===== config.mk =====
export PLATFORM = sky130hd
export DESIGN_NAME = alu_result_queue_flat
export DESIGN_NICKNAME = d
export VERILOG_FILES = /design/src/rtl/alu_result_queue_if.sv /design/src/rtl/alu_result_queue.sv /design/src/flat_wrapper.sv
export SDC_FILE = /design/constraint.sdc
export NUM_CORES = 1
export LEC_CHECK = 0
export ABC_AREA = 1
export CORE_ASPECT_RATIO = 0.5
export CORE_MARGIN = 3
export CORE_UTILIZATION = 57
export CTS_BUF_LIST = sky130_fd_sc_hd__clkbuf_2
export DETAILED_ROUTE_END_ITERATION = 16
export PLACE_DENSITY = 0.9
export SYNTH_ARGS = -nofsm -noshare
export SYNTH_HDL_FRONTEND = slang
export SYNTH_SLANG_ARGS = --single-unit

===== constraint.sdc =====
create_clock -name clk -period 4.8 [get_ports clk]
set_input_delay 0.96 -clock clk [delete_from_list [all_inputs] [get_ports clk]]
set_output_delay 0.96 -clock clk [all_outputs]
set_load 0.02 [all_outputs]

===== src/rtl/alu_result_queue_if.sv =====
// Execute-to-EX/MEM result bus: ALU decode inputs, capture handshake, head-of-queue outputs.
// Ports: instr/a_afinv/b_afinv/sum/cout/shifter/tag_in/in_valid/flush/out_ready into the queue;
//        in_ready/out_valid/out_data/out_tag/out_zero/count out of it. slave = queue, master = environment.
interface alu_result_queue_if #(
  parameter int WIDTH = 16,
  parameter int DEPTH = 2,
  parameter int TAG_W = 3
);
  localparam int CW = $clog2(DEPTH) + 1;

  logic [15:0]      instr;
  logic [WIDTH-1:0] a_afinv;
  logic [WIDTH-1:0] b_afinv;
  logic [WIDTH-1:0] sum;
  logic             cout;
  logic [WIDTH-1:0] shifter;
  logic [TAG_W-1:0] tag_in;
  logic             in_valid;
  logic             in_ready;
  logic             flush;
  logic             out_valid;
  logic             out_ready;
  logic [WIDTH-1:0] out_data;
  logic [TAG_W-1:0] out_tag;
  logic             out_zero;
  logic [CW-1:0]    count;

  modport slave (
    input  instr, a_afinv, b_afinv, sum, cout, shifter, tag_in, in_valid, flush, out_ready,
    output in_ready, out_valid, out_data, out_tag, out_zero, count
  );

  modport master (
    output instr, a_afinv, b_afinv, sum, cout, shifter, tag_in, in_valid, flush, out_ready,
    input  in_ready, out_valid, out_data, out_tag, out_zero, count
  );
endinterface


===== src/rtl/alu_result_queue.sv =====
// ALU result select (adder/shifter/logic/set-condition) feeding a DEPTH-entry result FIFO.
// Latency: result captured at edge N is visible at the head after edge N (no bypass).
// Backpressure: in_ready = !full from registered count; full blocks push even on same-cycle pop.
// Ports: clk, rst (async, active-high), bus (alu_result_queue_if.slave).
module alu_result_queue #(
  parameter int WIDTH = 16,
  parameter int DEPTH = 2,
  parameter int TAG_W = 3
) (
  input  logic               clk,
  input  logic               rst,
  alu_result_queue_if.slave  bus
);
  localparam int PW  = $clog2(DEPTH);
  localparam int CW  = PW + 1;
  localparam int MSB = WIDTH - 1;

  logic [4:0]       opcode;
  logic [1:0]       funct;
  logic             zero, ovf, lt, set_bit;
  logic [WIDTH-1:0] result;
  logic             result_zero;
  logic             unused_instr;

  assign opcode       = bus.instr[15:11];
  assign funct        = bus.instr[1:0];
  assign unused_instr = ^bus.instr[10:2];

  // Set ops rely on upstream forming sum = Rs - Rt (b inverted, cin=1), so the
  // signed compare is the sign of the difference corrected by overflow.
  always_comb begin
    zero = (bus.sum == '0);
    ovf  = (bus.a_afinv[MSB] == bus.b_afinv[MSB]) && (bus.sum[MSB] != bus.a_afinv[MSB]);
    lt   = bus.sum[MSB] ^ ovf;
    case (opcode[1:0])
      2'b00:   set_bit = zero;
      2'b01:   set_bit = lt;
      2'b10:   set_bit = lt | zero;
      default: set_bit = bus.cout;
    endcase
  end

  always_comb begin
    result = bus.sum;
    casez (opcode)
      5'b101??: result = bus.shifter;
      5'b010??: begin
        if (!bus.instr[12])       result = bus.sum;
        else if (!bus.instr[11])  result = bus.a_afinv ^ bus.b_afinv;
        else                      result = bus.a_afinv & bus.b_afinv;
      end
      5'b100??: result = (bus.instr[12:11] == 2'b10) ? (bus.a_afinv | bus.b_afinv) : bus.sum;
      5'b11010: result = bus.shifter;
      5'b11011: begin
        case (funct)
          2'b10:   result = bus.a_afinv ^ bus.b_afinv;
          2'b11:   result = bus.a_afinv & bus.b_afinv;
          default: result = bus.sum;
        endcase
      end
      5'b111??: result = {{(WIDTH-1){1'b0}}, set_bit};
      default:  result = bus.sum;
    endcase
    result_zero = (result == '0);
  end

  // FIFO state
  logic [WIDTH-1:0] mem_data [DEPTH];
  logic [TAG_W-1:0] mem_tag  [DEPTH];
  logic             mem_zero [DEPTH];
  logic [PW-1:0]    wr_ptr, rd_ptr, rd_next;
  logic [CW-1:0]    count;
  logic [WIDTH-1:0] head_data;
  logic [TAG_W-1:0] head_tag;
  logic             head_zero;
  logic             full, in_ready, out_valid, push, pop;

  assign full      = (count == CW'(DEPTH));
  assign in_ready  = !full;
  assign out_valid = (count != '0);
  assign push      = bus.in_valid && in_ready && !bus.flush;
  assign pop       = out_valid && bus.out_ready && !bus.flush;
  assign rd_next   = rd_ptr + PW'(1);

  assign bus.in_ready  = in_ready;
  assign bus.out_valid = out_valid;
  assign bus.out_data  = head_data;
  assign bus.out_tag   = head_tag;
  assign bus.out_zero  = head_zero;
  assign bus.count     = count;

  always_ff @(posedge clk) begin
    if (push) begin
      mem_data[wr_ptr] <= result;
      mem_tag[wr_ptr]  <= bus.tag_in;
      mem_zero[wr_ptr] <= result_zero;
    end
  end

  // The head is a register that tracks the entry at rd_ptr after each edge, so
  // the outputs keep their last value once the queue drains.
  always_ff @(posedge clk or posedge rst) begin
    if (rst) begin
      wr_ptr    <= '0;
      rd_ptr    <= '0;
      count     <= '0;
      head_data <= '0;
      head_tag  <= '0;
      head_zero <= 1'b0;
    end else if (bus.flush) begin
      wr_ptr <= '0;
      rd_ptr <= '0;
      count  <= '0;
    end else begin
      if (push) wr_ptr <= wr_ptr + PW'(1);
      if (pop)  rd_ptr <= rd_next;
      case ({push, pop})
        2'b10:   count <= count + CW'(1);
        2'b01:   count <= count - CW'(1);
        default: count <= count;
      endcase
      // New entry becomes head when the queue is (or is about to be) empty.
      if (push && (count == '0 || (pop && count == CW'(1)))) begin
        head_data <= result;
        head_tag  <= bus.tag_in;
        head_zero <= result_zero;
      end else if (pop && count > CW'(1)) begin
        head_data <= mem_data[rd_next];
        head_tag  <= mem_tag[rd_next];
        head_zero <= mem_zero[rd_next];
      end
    end
  end
endmodule


===== src/flat_wrapper.sv =====
// flat-port wrapper written by rule: the top's interface ports become plain ports
module alu_result_queue_flat 
#(
  parameter int WIDTH = 16,
  parameter int DEPTH = 2,
  parameter int TAG_W = 3
)
  (clk, rst, bus_instr, bus_a_afinv, bus_b_afinv, bus_sum, bus_cout, bus_shifter, bus_tag_in, bus_in_valid, bus_flush, bus_out_ready, bus_in_ready, bus_out_valid, bus_out_data, bus_out_tag, bus_out_zero, bus_count);
  alu_result_queue_if #(.WIDTH(WIDTH), .DEPTH(DEPTH), .TAG_W(TAG_W)) bus_i ();
  input  logic clk;
  input  logic rst;
  input wire logic [$bits(bus_i.instr)-1:0] bus_instr;
  input wire logic [$bits(bus_i.a_afinv)-1:0] bus_a_afinv;
  input wire logic [$bits(bus_i.b_afinv)-1:0] bus_b_afinv;
  input wire logic [$bits(bus_i.sum)-1:0] bus_sum;
  input wire logic [$bits(bus_i.cout)-1:0] bus_cout;
  input wire logic [$bits(bus_i.shifter)-1:0] bus_shifter;
  input wire logic [$bits(bus_i.tag_in)-1:0] bus_tag_in;
  input wire logic [$bits(bus_i.in_valid)-1:0] bus_in_valid;
  input wire logic [$bits(bus_i.flush)-1:0] bus_flush;
  input wire logic [$bits(bus_i.out_ready)-1:0] bus_out_ready;
  output wire logic [$bits(bus_i.in_ready)-1:0] bus_in_ready;
  output wire logic [$bits(bus_i.out_valid)-1:0] bus_out_valid;
  output wire logic [$bits(bus_i.out_data)-1:0] bus_out_data;
  output wire logic [$bits(bus_i.out_tag)-1:0] bus_out_tag;
  output wire logic [$bits(bus_i.out_zero)-1:0] bus_out_zero;
  output wire logic [$bits(bus_i.count)-1:0] bus_count;
  assign bus_i.instr = bus_instr;
  assign bus_i.a_afinv = bus_a_afinv;
  assign bus_i.b_afinv = bus_b_afinv;
  assign bus_i.sum = bus_sum;
  assign bus_i.cout = bus_cout;
  assign bus_i.shifter = bus_shifter;
  assign bus_i.tag_in = bus_tag_in;
  assign bus_i.in_valid = bus_in_valid;
  assign bus_i.flush = bus_flush;
  assign bus_i.out_ready = bus_out_ready;
  assign bus_in_ready = bus_i.in_ready;
  assign bus_out_valid = bus_i.out_valid;
  assign bus_out_data = bus_i.out_data;
  assign bus_out_tag = bus_i.out_tag;
  assign bus_out_zero = bus_i.out_zero;
  assign bus_count = bus_i.count;
  alu_result_queue #(.WIDTH(WIDTH), .DEPTH(DEPTH), .TAG_W(TAG_W)) u_core (.clk(clk), .rst(rst), .bus(bus_i));
endmodule

== Word level (Yosys, flattened, before mapping) ==
Memories as Yosys holds them, arrays and structs flattened.
Index checks and enable logic that the tools add are counted.
Widths: inputs -> output; s select.

* Register bits after elaboration: 24
* Latch bits: 0
* Memory bits (writable): 40
* Bits in read-only memories: 0
* Output and inout bits: 24
* Logic and storage cells: 78
* Memories: 3

* Add/sub/neg operators: 4
* Multiply operators: 0
* Divide/modulo/power cells: 0
* $lt $le $gt $ge: 1
* Equality and inequality tests: 16
* Shift operators: 0
* Mux-type cells: 20
* Bitwise logic cells: 6
* Reductions and logical operators: 22

{| class="wikitable"
|+ Memory list
! name !! depth !! width !! rd ports !! clocked after Yosys merged registers in !! write ports !! line !! RTL
|-
| u_core.mem_data || 2 || 16 || 1 || 0 || 1 || alu_result_queue.sv:68 || <nowiki>logic [WIDTH-1:0] mem_data [DEPTH];</nowiki>
|-
| u_core.mem_tag || 2 || 3 || 1 || 0 || 1 || alu_result_queue.sv:69 || <nowiki>logic [TAG_W-1:0] mem_tag [DEPTH];</nowiki>
|-
| u_core.mem_zero || 2 || 1 || 1 || 0 || 1 || alu_result_queue.sv:70 || <nowiki>logic mem_zero [DEPTH];</nowiki>
|}

{| class="wikitable"
|+ Operators with widths
! operator !! number
|-
| $mux 16 || 5
|-
| $pmux 16 s5 || 1
|-
| $logic_not 16->1 || 2
|-
| $pmux 16 s2 || 1
|-
| $and 16x16->16 || 1
|-
| $or 16x16->16 || 1
|-
| $xor 16x16->16 || 1
|-
| $eq 2x2->1 const B || 5
|-
| $eq 5x5->1 const B || 2
|-
| $eq 3x3->1 const B || 3
|-
| $logic_and 1x1->1 || 8
|-
| $mux 1 || 8
|-
| $reduce_bool 2->1 || 4
|-
| $eq 2x1->1 const B || 3
|-
| $mux 3 || 2
|-
| $logic_not 2->1 || 2
|-
| $pmux 2 s2 || 1
|-
| $eq 3x2->1 const B || 1
|-
| $pmux 1 s3 || 1
|-
| $reduce_bool 3->1 || 1
|-
| $add 1x1->1 const B || 2
|-
| $add 2x1->2 const B || 1
|-
| $gt 2x1->1 const B || 1
|-
| $logic_not 1->1 || 2
|-
| other kinds (10) || 10
|}

== Longest topological paths before layout ==
Gate-level depths: netlist of run 1.

* Depth after elaboration: 8
* Depth in mapped cells: 15
* Mapped depth without buffers: 15

== Worst setup path after synthesis of run 1 ==
No wires, ideal clock.

* Path kind: reg2reg
* Start point: reg u_core.count[0] (netlist: u_core.bus.count[0])
* End point: mem u_core.mem_data[1][0] (enable)
* Library setup time: 397 ps
* Arrival: 2,028 ps
* Path slack: 2,375 ps
* Cell stages (with the launch flop): 8
* Buffers on the path: 0
* Cell sequence: dfrtp_1 -> inv_1 -> ha_1 -> inv_1 -> nand2_1 -> nor2_1 -> inv_1 -> nor2_1

* Longest elaborated chain between the ends: 6

{| class="wikitable"
|+ Ends and longest elaborated chain
! item !! line !! RTL
|-
| from (decl) || alu_result_queue.sv:72 || <nowiki>logic [CW-1:0] count;</nowiki>
|-
| from (signal assigned) || alu_result_queue.sv:118 || <nowiki>2'b10: count <= count + CW'(1);</nowiki>
|-
| from (signal assigned) || alu_result_queue.sv:119 || <nowiki>2'b01: count <= count - CW'(1);</nowiki>
|-
| from (signal assigned) || alu_result_queue.sv:120 || <nowiki>default: count <= count;</nowiki>
|-
| $eq 2x2->1 || alu_result_queue.sv:78 || <nowiki>assign full = (count == CW'(DEPTH));</nowiki>
|-
| $logic_not 1->1 || alu_result_queue.sv:79 || <nowiki>assign in_ready = !full;</nowiki>
|-
| via bus_in_ready || flat_wrapper.sv:22 || <nowiki>output wire logic [$bits(bus_i.in_ready)-1:0] bus_in_ready;</nowiki>
|-
| $logic_and 1x1->1 (2 in a row) || alu_result_queue.sv:81 || <nowiki>assign push = bus.in_valid && in_ready && !bus.flush;</nowiki>
|-
| $mux 1 || alu_result_queue.sv:93 || <nowiki>if (push) begin</nowiki>
|-
| $mux 1 (implied by the code) || alu_result_queue.sv:94 || <nowiki>mem_data[wr_ptr] <= result;</nowiki>
|-
| to (decl) || alu_result_queue.sv:68 ||
|}

The timed path passes the listed nets, and every way through them passes these cells.

== Worst setup path after layout of run 1 ==
* Start point: in bus_instr[12]
* End point: mem u_core.mem_zero[1] (data pin)

* Longest elaborated chain between the ends: 4
* Elaborated cells on any way between the ends: 11

{| class="wikitable"
|+ Ends and longest elaborated chain
! item !! line !! RTL
|-
| from (decl) || flat_wrapper.sv:12 || <nowiki>input wire logic [$bits(bus_i.instr)-1:0] bus_instr;</nowiki>
|-
| $eq 5x5->1 / $eq 2x2->1 (equally long branches) || alu_result_queue.sv:45, alu_result_queue.sv:52 ||
|-
| $reduce_or 2->1 (no source line) / $mux 16 (equally long branches) || -- ||
|-
| $pmux 16 s5 * || alu_result_queue.sv:45 || <nowiki>casez (opcode)</nowiki>
|-
| via u_core.result[6] || alu_result_queue.sv:21 || <nowiki>logic [WIDTH-1:0] result;</nowiki>
|-
| $logic_not 16->1 * || alu_result_queue.sv:64 || <nowiki>result_zero = (result == '0);</nowiki>
|-
| via u_core.result_zero || alu_result_queue.sv:22 || <nowiki>logic result_zero;</nowiki>
|-
| to (decl) || alu_result_queue.sv:70 ||
|}

The timed path passes the listed nets; every way through them passes the cells marked *.

==> flow_metrics.py, run 1 <==
metrics = {
    "logic_synthesis": {
        "synth_edf_count": 40,
        "synth_top_family_by_area": "simple AND/OR/NAND/NOR gates",
        "synth.net_count": 847,
        "synth-seq-cells": 64,
        "netlist.area_leader.share_pct": 24.5,
        "yosysWarnings": 0,
        "synthFlopType": "edfxtp_1",
        "synth_cell_type_count": 32,
        "seq_area_frac_synth_pct": 36.7,
        "synth_fa_ha_area_share_pct": 8.92,
        "synthMuxAreaShare_pct": 0,
        "synthSimpleGateAreaFrac_pct": 37.0,
        "synth_top_cell_by_area": "edfxtp_1",
        "synth_compound_area_share_pct": 6.60,
        "synthCells": 723,
        "netlist_area_um2": 4910,
        "syn_avg_cell_area_um2": 6.79,
        "synth_xor_xnor_area_share_pct": 0.178,
        "synthTopCellsByArea": "edfxtp_1 24%, nand2_1 18%, dfrtp_1 12%, ha_1 8.9%, nand3_1 8.6%",
        "synthArstFlopShare_pct": 37.5,
    },
    "clocking": {
        "clk_latency_ns": 0.46,
        "cts_root_buf": "clkbuf_2",
        "holdBufCountCts": 0,
        "clkTransAtPathRegs_ns": 0.17,
        "cts_setup_buffers": 0,
        "cts-resized-gates": 0,
        "cts_buffers": 9,
        "cts_max_level": 3,
        "cts_num_sinks": 64,
        "clockBufferDepth": 2,
        "cts_tree": "done",
    },
    "hold_path": {
        "min_path_cells": 2,
        "hp-start": "u_core.bus.out_tag[0]",
        "worstHoldEndpoint": "u_core.bus.out_tag[0]",
        "hold_path_class": "reg2reg",
    },
    "floorplanning": {
        "die_h_um": 71.6,
        "initial_core_util_pct": 60.1,
        "die_w_um": 137,
        "core_um2": 8170,
        "design.die.area_um2": 9830,
        "rows": 23,
        "io_pins": 113,
    },
    "place": {
        "portBuffers": 103,
        "post-dp-hpwl_um": 9690,
        "gp_congestion": 0.923,
        "placed_area_um2": 5990,
        "dp_cells": 919,
    },
    "critical_path": {
        "cp_num_buf_inv": 1,
        "worst_setup_path_end_kind": "register",
        "cp.arrival_ns": 3.60,
        "path_cells": "clkdlybuf4s50_1, nand2_2, nor2_2, nor2_2, nand3_1, nand3_1, nor2_1, nand2_1, nor2_1, and2_1",
        "crit_required_ns": 5.03,
        "worstSetupStartpointType": "input port",
        "worst_path_max_delay_cell": "clkdlybuf4s50_1",
        "r2r-start": "u_core.bus.count[1]",
        "path_class": "in2reg",
        "ff2ff_path_depth": 10,
        "cpLargestDelayFamily": "simple AND/OR/NAND/NOR gates",
        "r2r_end": "u_core.bus.out_data[9]",
        "ff2ff_setup_slack_ns": 2.07,
        "cp_max_fo": 16,
        "critPathMaxStageDelay_ns": 0.70,
    },
    "global_route": {
        "track_usage_pct": 27.0,
        "grt_pass1_vias": 4630,
        "grt_max_degree": 33,
        "grt_pass1_wl_um": 21100,
        "antenna_found_initial": 0,
        "grt-ovfl-total": 0,
    },
    "timing": {
        "worstMarginPinSlew_ns": 1.20,
        "rsz0062_at_grt": "no",
        "fin_crit_ns": 3.38,
        "maxSlewHeadroom_pct": 20.2,
        "finalHoldViolCount": 0,
        "drv_slew": 0,
        "hold_ws_ns": 0.501,
        "fmax_ghz": 0.296,
        "finalCritPeriodShare_pct": 70.3,
        "finClkSkew_ns": 0.0158,
        "finalSetupViolCount": 0,
        "tns_ns": 0,
    },
    "route": {
        "via_count": 5054,
        "post_drt_wl_per_cell_um": 14.4,
        "finalWirelength_um": 13500,
        "first_pass_iters": 6,
        "via_per_inst": 5.41,
        "drc": 0,
        "drtIter0Drc": 635,
        "drt.antenna.violating_nets": 0,
    },
    "cells_and_area": {
        "layout_commonest_cell": "nand2_1",
        "fin_nets": 942,
        "postLayoutCoreUtil_pct": 74.2,
        "final_cells": 935,
        "drive_above_1_share_pct": 5.10,
        "syn_to_final_growth_pct": 23.5,
        "fin_area_um2": 6060,
        "final_cell_mix": "232 x nand2_1, 106 x nor2_1, 103 x clkdlybuf4s50_1, 89 x inv_1, 84 x nand3_1",
        "n_antenna_cell": 0,
    },
    "power_and_ir_drop": {
        "ir_drop_mv": 0.222,
        "p_per_area_nw_per_um2": 310,
        "p_leak_nw": 2.97,
    },
    "job": {
        "maxCapViolations": 0,
    },
    "outcome": {
        "status": "completed",
    },
}
-- layout make-up --
cell class,instances,area [um2]
multi-input cells,535,2590
fillers,678,2110
flip-flops and latches,64,1800
repair buffers,112,1100
inverters,96,360
well taps,112,140
clock buffers,9,45.0
clock inverters,7,28.8
-- synth_stat cells, types with 6 or more instances --
library cell / instances
dfrtp_1: 24
ha_1: 35
edfxtp_1: 40
inv_2: 7
buf_2: 10
a21oi_1: 29
nand2_1: 232
buf_4: 6
nor2_1: 107
o21ai_0: 20
inv_1: 89
nand3_1: 84
clkbuf_1: 8
-- power breakdown --
group	switching (mW)	internal [mW]	total [mW]
registers	0.0701	0.709	0.780
logic	0.499	0.362	0.861
clock network	0.178	0.0582	0.236
total	0.747	1.13	1.88
-- cells by family after synthesis --
group                    Yosys count
flip-flops                        64
XOR/XNOR                           1
AND/OR/NAND/NOR                  440
buffers and inverters            124
adder cells (fa/ha/maj)           35
AO/OA/AOI/OAI                     59
-- layer usage --
layer | track usage [%] | routed length, um
met3 | 2.24 | 1250
met2 | 46.2 | 6430
met5 | 0 | 0
met1 | 36.4 | 5650
met4 | 9.40 | 139
-- registers in the layout (all words and copies together) (netlist names) --
signal / cells
u_core.mem_data: 32
u_core.bus.out_data: 16
u_core.mem_tag: 6
u_core.bus.out_tag: 3
u_core.bus.count: 2
u_core.mem_zero: 2
u_core.bus.out_zero: 1
u_core.rd_ptr: 1
u_core.wr_ptr: 1
-- worst min-delay path, stage by stage, from the launching register on --
cell and delay [ns]:
dfrtp_1 0.38, nand2_1 0.05, nand2_1 0.05
-- metrics by stage --
step	total power, mW	worst slack, ns
finish	1.88	1.42
global route	1.99	1.33
CTS	1.88	1.57
detailed placement	1.65	1.06
global placement	1.61	1.09
floorplan	1.27	2.37
-- worst max path at each step --
stage / start / end / cells after the start
6_report: bus_instr[12] / u_core.mem_zero[1] / 10
5_1_grt: bus_instr[12] / u_core.mem_zero[0] / 10
4_1_cts: bus_instr[12] / u_core.mem_zero[0] / 10
3_5_place_dp: bus_instr[12] / u_core.mem_zero[1] / 10
3_3_place_gp: bus_instr[12] / u_core.mem_zero[0] / 10
2_1_floorplan: u_core.bus.count[0] / u_core.mem_data[1][0] / 7
Note: power is estimated with default switching activity, not from simulation.
==> inputs of run 2 (changes only) <==
--- a/config.mk
+++ b/config.mk
@@ -8,10 +8,10 @@
 export ABC_AREA = 1
 export CORE_ASPECT_RATIO = 0.5
 export CORE_MARGIN = 3
-export CORE_UTILIZATION = 57
+export CORE_UTILIZATION = 47
 export CTS_BUF_LIST = sky130_fd_sc_hd__clkbuf_2
 export DETAILED_ROUTE_END_ITERATION = 16
-export PLACE_DENSITY = 0.9
+export PLACE_DENSITY = 0.8
 export SYNTH_ARGS = -nofsm -noshare
 export SYNTH_HDL_FRONTEND = slang
 export SYNTH_SLANG_ARGS = --single-unit
==> constraint.sdc (replaced) <==
create_clock -name clk -period 3.05 [get_ports clk]
set_input_delay 0.61 -clock clk [delete_from_list [all_inputs] [get_ports clk]]
set_output_delay 0.61 -clock clk [all_outputs]
set_load 0.02 [all_outputs]
==> run 2 against run 1 <==
  * Combinational power increased by 63%
  * Sequential share of layout area decreased by 0.84 points
  * Highest routed layer unchanged
  * Clock power rose by 65%
  * Die area rose by 20%
  * Critical path depth is 3 higher
  * Sequential power is 54% higher
==> flow_metrics.py, run 2 (synthesis gave the netlist of run 1 again) <==
metrics = {
    "outcome": {
        "status": "completed",
    },
    "floorplanning": {
        "rows": 25,
        "initial_core_util_pct": 50.1,
        "design.die.area_um2": 11800,
        "io_pins": 113,
        "die_w_um": 151,
        "core_um2": 9790,
        "die_h_um": 78.3,
    },
    "critical_path": {
        "worst_setup_path_end_kind": "register",
        "cp.arrival_ns": 2.77,
        "ff2ff_path_depth": 9,
        "worstSetupStartpointType": "input port",
        "ff2ff_setup_slack_ns": 0.67,
        "crit_required_ns": 3.37,
        "r2r-start": "u_core.bus.count[1]",
        "path_class": "in2reg",
        "startpoint": "bus_instr[12]",
        "cp_max_fo": 8,
        "r2r_end": "u_core.bus.out_data[2]",
    },
    "route": {
        "finalWirelength_um": 13400,
        "post_drt_wl_per_cell_um": 13.8,
        "via_count": 5013,
        "drt.antenna.violating_nets": 0,
        "drc": 0,
        "first_pass_iters": 5,
        "via_per_inst": 5.13,
        "drtIter0Drc": 542,
    },
    "cells_and_area": {
        "largest_reg_flops": 32,
        "multiInputGateArea_um2": 2590,
        "fin_nets": 961,
        "largest_register": "u_core.mem_data",
        "final_cell_mix": "232 x nand2_1, 106 x nor2_1, 103 x clkdlybuf4s50_1, 89 x inv_1, 84 x nand3_1",
        "seqCellArea_um2": 1800,
        "syn_to_final_growth_pct": 27.1,
        "layout_commonest_cell": "nand2_1",
        "fill_cells": 887,
        "drive_above_1_share_pct": 7.48,
        "n_antenna_cell": 0,
    },
    "global_route": {
        "grt_pass1_wl_um": 21900,
        "grt-ovfl-total": 0,
        "grt_pass1_vias": 4610,
        "antenna_found_initial": 0,
        "track_usage_pct": 23.1,
        "grt_max_degree": 33,
    },
    "timing": {
        "finalSetupViolCount": 0,
        "tns_ns": 0,
        "finalHoldViolCount": 0,
        "drv_slew": 0,
        "fin_crit_ns": 2.45,
        "fmax_ghz": 0.408,
        "finalCritPeriodShare_pct": 80.4,
        "worstMarginPinSlew_ns": 1.13,
        "maxSlewHeadroom_pct": 24.5,
        "rsz0062_at_grt": "no",
        "finClkSkew_ns": 0.0210,
        "setup_ws_ns": 0.598,
    },
    "clocking": {
        "cts_root_buf": "clkbuf_2",
        "clkTransAtPathRegs_ns": 0.18,
        "cts_buffers": 9,
        "clk_latency_ns": 0.45,
        "cts_num_sinks": 64,
        "cts-resized-gates": 0,
        "cts_tree": "done",
        "holdBufCountCts": 0,
        "cts_setup_buffers": 0,
        "clockBufferDepth": 2,
        "cts_max_level": 3,
    },
    "power_and_ir_drop": {
        "p_int_mw": 1.81,
        "power_frac_clock_pct": 13.0,
        "p_sw_mw": 1.17,
        "pwr-share-seq_pct": 40.3,
        "switching_share_pct": 39.3,
        "ir_drop_mv": 0.225,
        "p_leak_nw": 3.06,
        "power_frac_comb_pct": 46.7,
        "p_per_area_nw_per_um2": 479,
    },
    "place": {
        "portBuffers": 103,
        "dp_slack_ns": 0.172,
        "post-dp-hpwl_um": 10200,
        "gp_congestion": 0.910,
    },
    "job": {
        "maxCapViolations": 0,
    },
    "hold_path": {
        "hold_path_class": "in2async",
    },
}
## run 2: changes by cell type in the layout (fill, tap and decap cells not counted), sizes merged
cell / change
clkinvlp: +1
clkinv: -3
clkbuf: +2
buf: +19
## run 2: area by class of cell
type / count / share of cell area [%]
multi-input cells: 535 / 41.5
flip-flops and latches: 64 / 28.9
repair buffers: 131 / 19.9
inverters: 96 / 5.78
well taps: 135 / 2.71
clock buffers: 11 / 0.882
clock inverters: 5 / 0.381
## run 2: worst max path at each step
stage                             end  slack [ns]  depth (start not counted)
2_1_floorplan   u_core.mem_data[1][0]        0.62                          7
3_3_place_gp       u_core.mem_zero[1]        0.22                         13
3_5_place_dp       u_core.mem_zero[1]        0.17                         13
4_1_cts                  bus_in_ready        0.54                          4
5_1_grt        u_core.bus.out_data[8]        0.32                          9
6_report           u_core.mem_zero[1]        0.60                         13
## run 2: critical path: stages
cell             delay, ns
clkdlybuf4s50_1       0.60
inv_2                 0.10
nor2_4                0.23
buf_4                 0.20
nand2_1               0.06
nand3_1               0.07
nand2_1               0.05
nor2_1                0.20
nand3_1               0.16
nor2_1                0.14
nand2_1               0.06
nor2_1                0.12
and2_1                0.15
## run 2: metal layers
| layer | track usage [%] | wire (um) | up-vias |
|---|---|---|---|
| met4 | 8.03 | 227 | 0 |
| li1 | - | - | 2510 |
| met2 | 37.6 | 6210 | 222 |
| met1 | 32.0 | 5900 | 2260 |
| met3 | 2.94 | 1100 | 21 |
| met5 | 0 | 0 | - |
## run 2: stage by stage
stage / instance area, um2 / util (%) / power (mW) / std cells / hold WS [ns]
2_1_floorplan: 4910 / - / 2.00 / 723 / 0.482
5_1_grt: 6240 / 63.7 / 3.21 / 977 / 0.459
3_5_place_dp: 6160 / 62.9 / 2.62 / 961 / 0.468
6_report: 6240 / 63.7 / 2.99 / 977 / 0.487
4_1_cts: 6240 / 63.7 / 3.01 / 977 / 0.465
3_3_place_gp: 6160 / 62.9 / 2.58 / 961 / 0.461
## run 2: power by group through the flow
stage	logic, mW	registers [mW]	clock network [mW]
final	1.40	1.20	0.390
after global routing	1.55	1.23	0.433
after CTS	1.40	1.21	0.400
after detailed placement	1.40	1.23	0
after global placement	1.36	1.22	0
after floorplan	0.633	1.37	0
==> inputs of run 3 (changes only) <==
--- a/config.mk
+++ b/config.mk
@@ -8,10 +8,10 @@
 export ABC_AREA = 1
 export CORE_ASPECT_RATIO = 0.5
 export CORE_MARGIN = 3
-export CORE_UTILIZATION = 47
+export CORE_UTILIZATION = 53
 export CTS_BUF_LIST = sky130_fd_sc_hd__clkbuf_2
 export DETAILED_ROUTE_END_ITERATION = 16
-export PLACE_DENSITY = 0.8
+export PLACE_DENSITY = 0.85
 export SYNTH_ARGS = -nofsm -noshare
 export SYNTH_HDL_FRONTEND = slang
 export SYNTH_SLANG_ARGS = --single-unit
==> constraint.sdc (replaced) <==
create_clock -name clk -period 2.5 [get_ports clk]
set_input_delay 0.5 -clock clk [delete_from_list [all_inputs] [get_ports clk]]
set_output_delay 0.5 -clock clk [all_outputs]
set_load 0.02 [all_outputs]
==> run 3 against run 2 <==
  * Setup slack got worse by 0.47 ns
  * Sequential cell count did not move
  * Critical endpoint is now bus_in_ready
  * Critical path depth fell by 9
  * Largest cell class unchanged
  * Sequential share of layout area shrank 1.3 points
  * Non-clock buffer count up 30
  * Clock skew is 0.0057 ns higher
  * Hold slack got worse by 0.12 ns
  * Combinational power increased by 29%
  * Sequential power up 23%
  * Power up 33%
==> flow_metrics.py, run 3 (synthesis gave the netlist of run 1 again) <==
metrics = {
    "outcome": {
        "status": "completed",
    },
    "route": {
        "finalWirelength_um": 14000,
        "via_count": 5176,
        "via_per_inst": 5.23,
        "drt.antenna.violating_nets": 0,
        "drc": 0,
        "drtIter0Drc": 535,
        "post_drt_wl_per_cell_um": 14.1,
        "first_pass_iters": 5,
    },
    "global_route": {
        "grt-ovfl-total": 0,
        "grt_pass1_wl_um": 22400,
        "grt_pass1_vias": 4798,
        "antenna_found_initial": 0,
        "track_usage_pct": 26.3,
        "grt_max_degree": 26,
    },
    "cells_and_area": {
        "largest_reg_flops": 32,
        "drive_above_1_share_pct": 10.7,
        "largest_register": "u_core.mem_data",
        "fin_nets": 991,
        "final_cells": 989,
        "layout_commonest_cell": "nand2_1",
        "fin_area_um2": 6530,
        "final_cell_mix": "232 x nand2_1, 106 x nor2_1, 103 x clkdlybuf4s50_1, 89 x inv_1, 84 x nand3_1",
        "syn_to_final_growth_pct": 32.9,
        "n_antenna_cell": 0,
        "postLayoutCoreUtil_pct": 73.7,
    },
    "critical_path": {
        "crit_required_ns": 2.00,
        "worst_setup_path_end_kind": "output port",
        "path_class": "reg2out",
        "path_cells": "inv_1, ha_1, inv_1, clkdlybuf4s50_1",
        "crit_top_cell": "inv_1",
        "worst_path_max_delay_cell": "clkdlybuf4s50_1",
        "worstSetupStartpointType": "register",
        "cp_max_fo": 4,
        "critPathMaxStageDelay_ns": 0.60,
        "cp.arrival_ns": 1.87,
    },
    "place": {
        "dp_cells": 973,
        "portBuffers": 103,
        "post-dp-hpwl_um": 10500,
        "placed_area_um2": 6400,
        "gp_congestion": 0.892,
    },
    "floorplanning": {
        "die_w_um": 142,
        "rows": 24,
        "die_h_um": 74.1,
        "design.die.area_um2": 10500,
        "core_um2": 8860,
        "initial_core_util_pct": 55.4,
        "io_pins": 113,
    },
    "job": {
        "maxCapViolations": 0,
    },
    "clocking": {
        "cts_buffers": 9,
        "cts_num_sinks": 64,
        "holdBufCountCts": 0,
        "clkTransAtPathRegs_ns": 0.19,
        "clockBufferDepth": 2,
        "cts_setup_buffers": 0,
        "cts_max_level": 3,
        "cts_root_buf": "clkbuf_2",
        "cts_tree": "done",
        "clk_latency_ns": 0.46,
        "cts-resized-gates": 0,
    },
    "timing": {
        "worstMarginPinSlew_ns": 0.338,
        "finClkSkew_ns": 0.0267,
        "fin_crit_ns": 2.37,
        "finalSetupViolCount": 0,
        "rsz0062_at_grt": "no",
        "maxSlewHeadroom_pct": 77.4,
        "finalCritPeriodShare_pct": 94.7,
        "fmax_ghz": 0.422,
        "drv_slew": 0,
        "finalHoldViolCount": 0,
        "tns_ns": 0,
    },
    "power_and_ir_drop": {
        "p_leak_nw": 3.24,
        "p_per_area_nw_per_um2": 608,
        "ir_drop_mv": 0.295,
        "p_total_mw": 3.97,
    },
    "hold_path": {
        "hold_path_class": "in2async",
    },
}
-- run 3: worst max-delay path: cells and delay by family, from the launching register on --
family,cells,cell delay [ns]
fa+ha+maj,1,0.20
flops,1,0.42
buf+inv,3,0.78
-- run 3: per-stage QoR --
step	worst slack [ns]	hold WS [ns]
2_1_floorplan	0.0750	0.482
3_3_place_gp	-0.0565	0.462
6_report	0.132	0.363
5_1_grt	0.0480	0.369
3_5_place_dp	-0.144	0.465
4_1_cts	0.101	0.340
-- run 3: cell type report --
cell class | count | area (um2)
clock inverter | 5 | 71.3
fill | 706 | 2330
timing repair buffer | 161 | 1500
sequential | 64 | 1800
tap | 117 | 146
clock buffer | 11 | 55.1
inverter | 96 | 360
multi-input combinational | 535 | 2590
-- run 3: report_power, final --
| group | total [mW] | switching (mW) | leakage [nW] | internal, mW |
|---|---|---|---|---|
| registers | 1.47 | 0.112 | 0.674 | 1.36 |
| logic | 1.81 | 1.01 | 2.49 | 0.799 |
| clock network | 0.687 | 0.356 | 0.0787 | 0.331 |
-- run 3: worst paths after layout --
check | cells after the start | start | slack, ns | endpoint
max | 4 | u_core.bus.count[0] | 0.13 | bus_in_ready
min | 3 | rst | 0.36 | u_core.bus.out_data[0]
max reg2reg | 12 | u_core.bus.count[1] | 0.38 | u_core.bus.out_zero
min reg2reg | 2 | u_core.bus.out_tag[0] | 0.50 | u_core.bus.out_tag[0]
max in group asynchronous | 3 | rst | 1.86 | u_core.bus.out_data[14]
min in group clk | 2 | u_core.bus.out_tag[0] | 0.50 | u_core.bus.out_tag[0]
-- run 3: routing by layer --
layer / global-route usage (%) / share of wire [%]
met1: 36.5 / 44
met2: 44.2 / 47
met3: 2.25 / 7.1
met4: 8.94 / 1.3
met5: 0 / 0
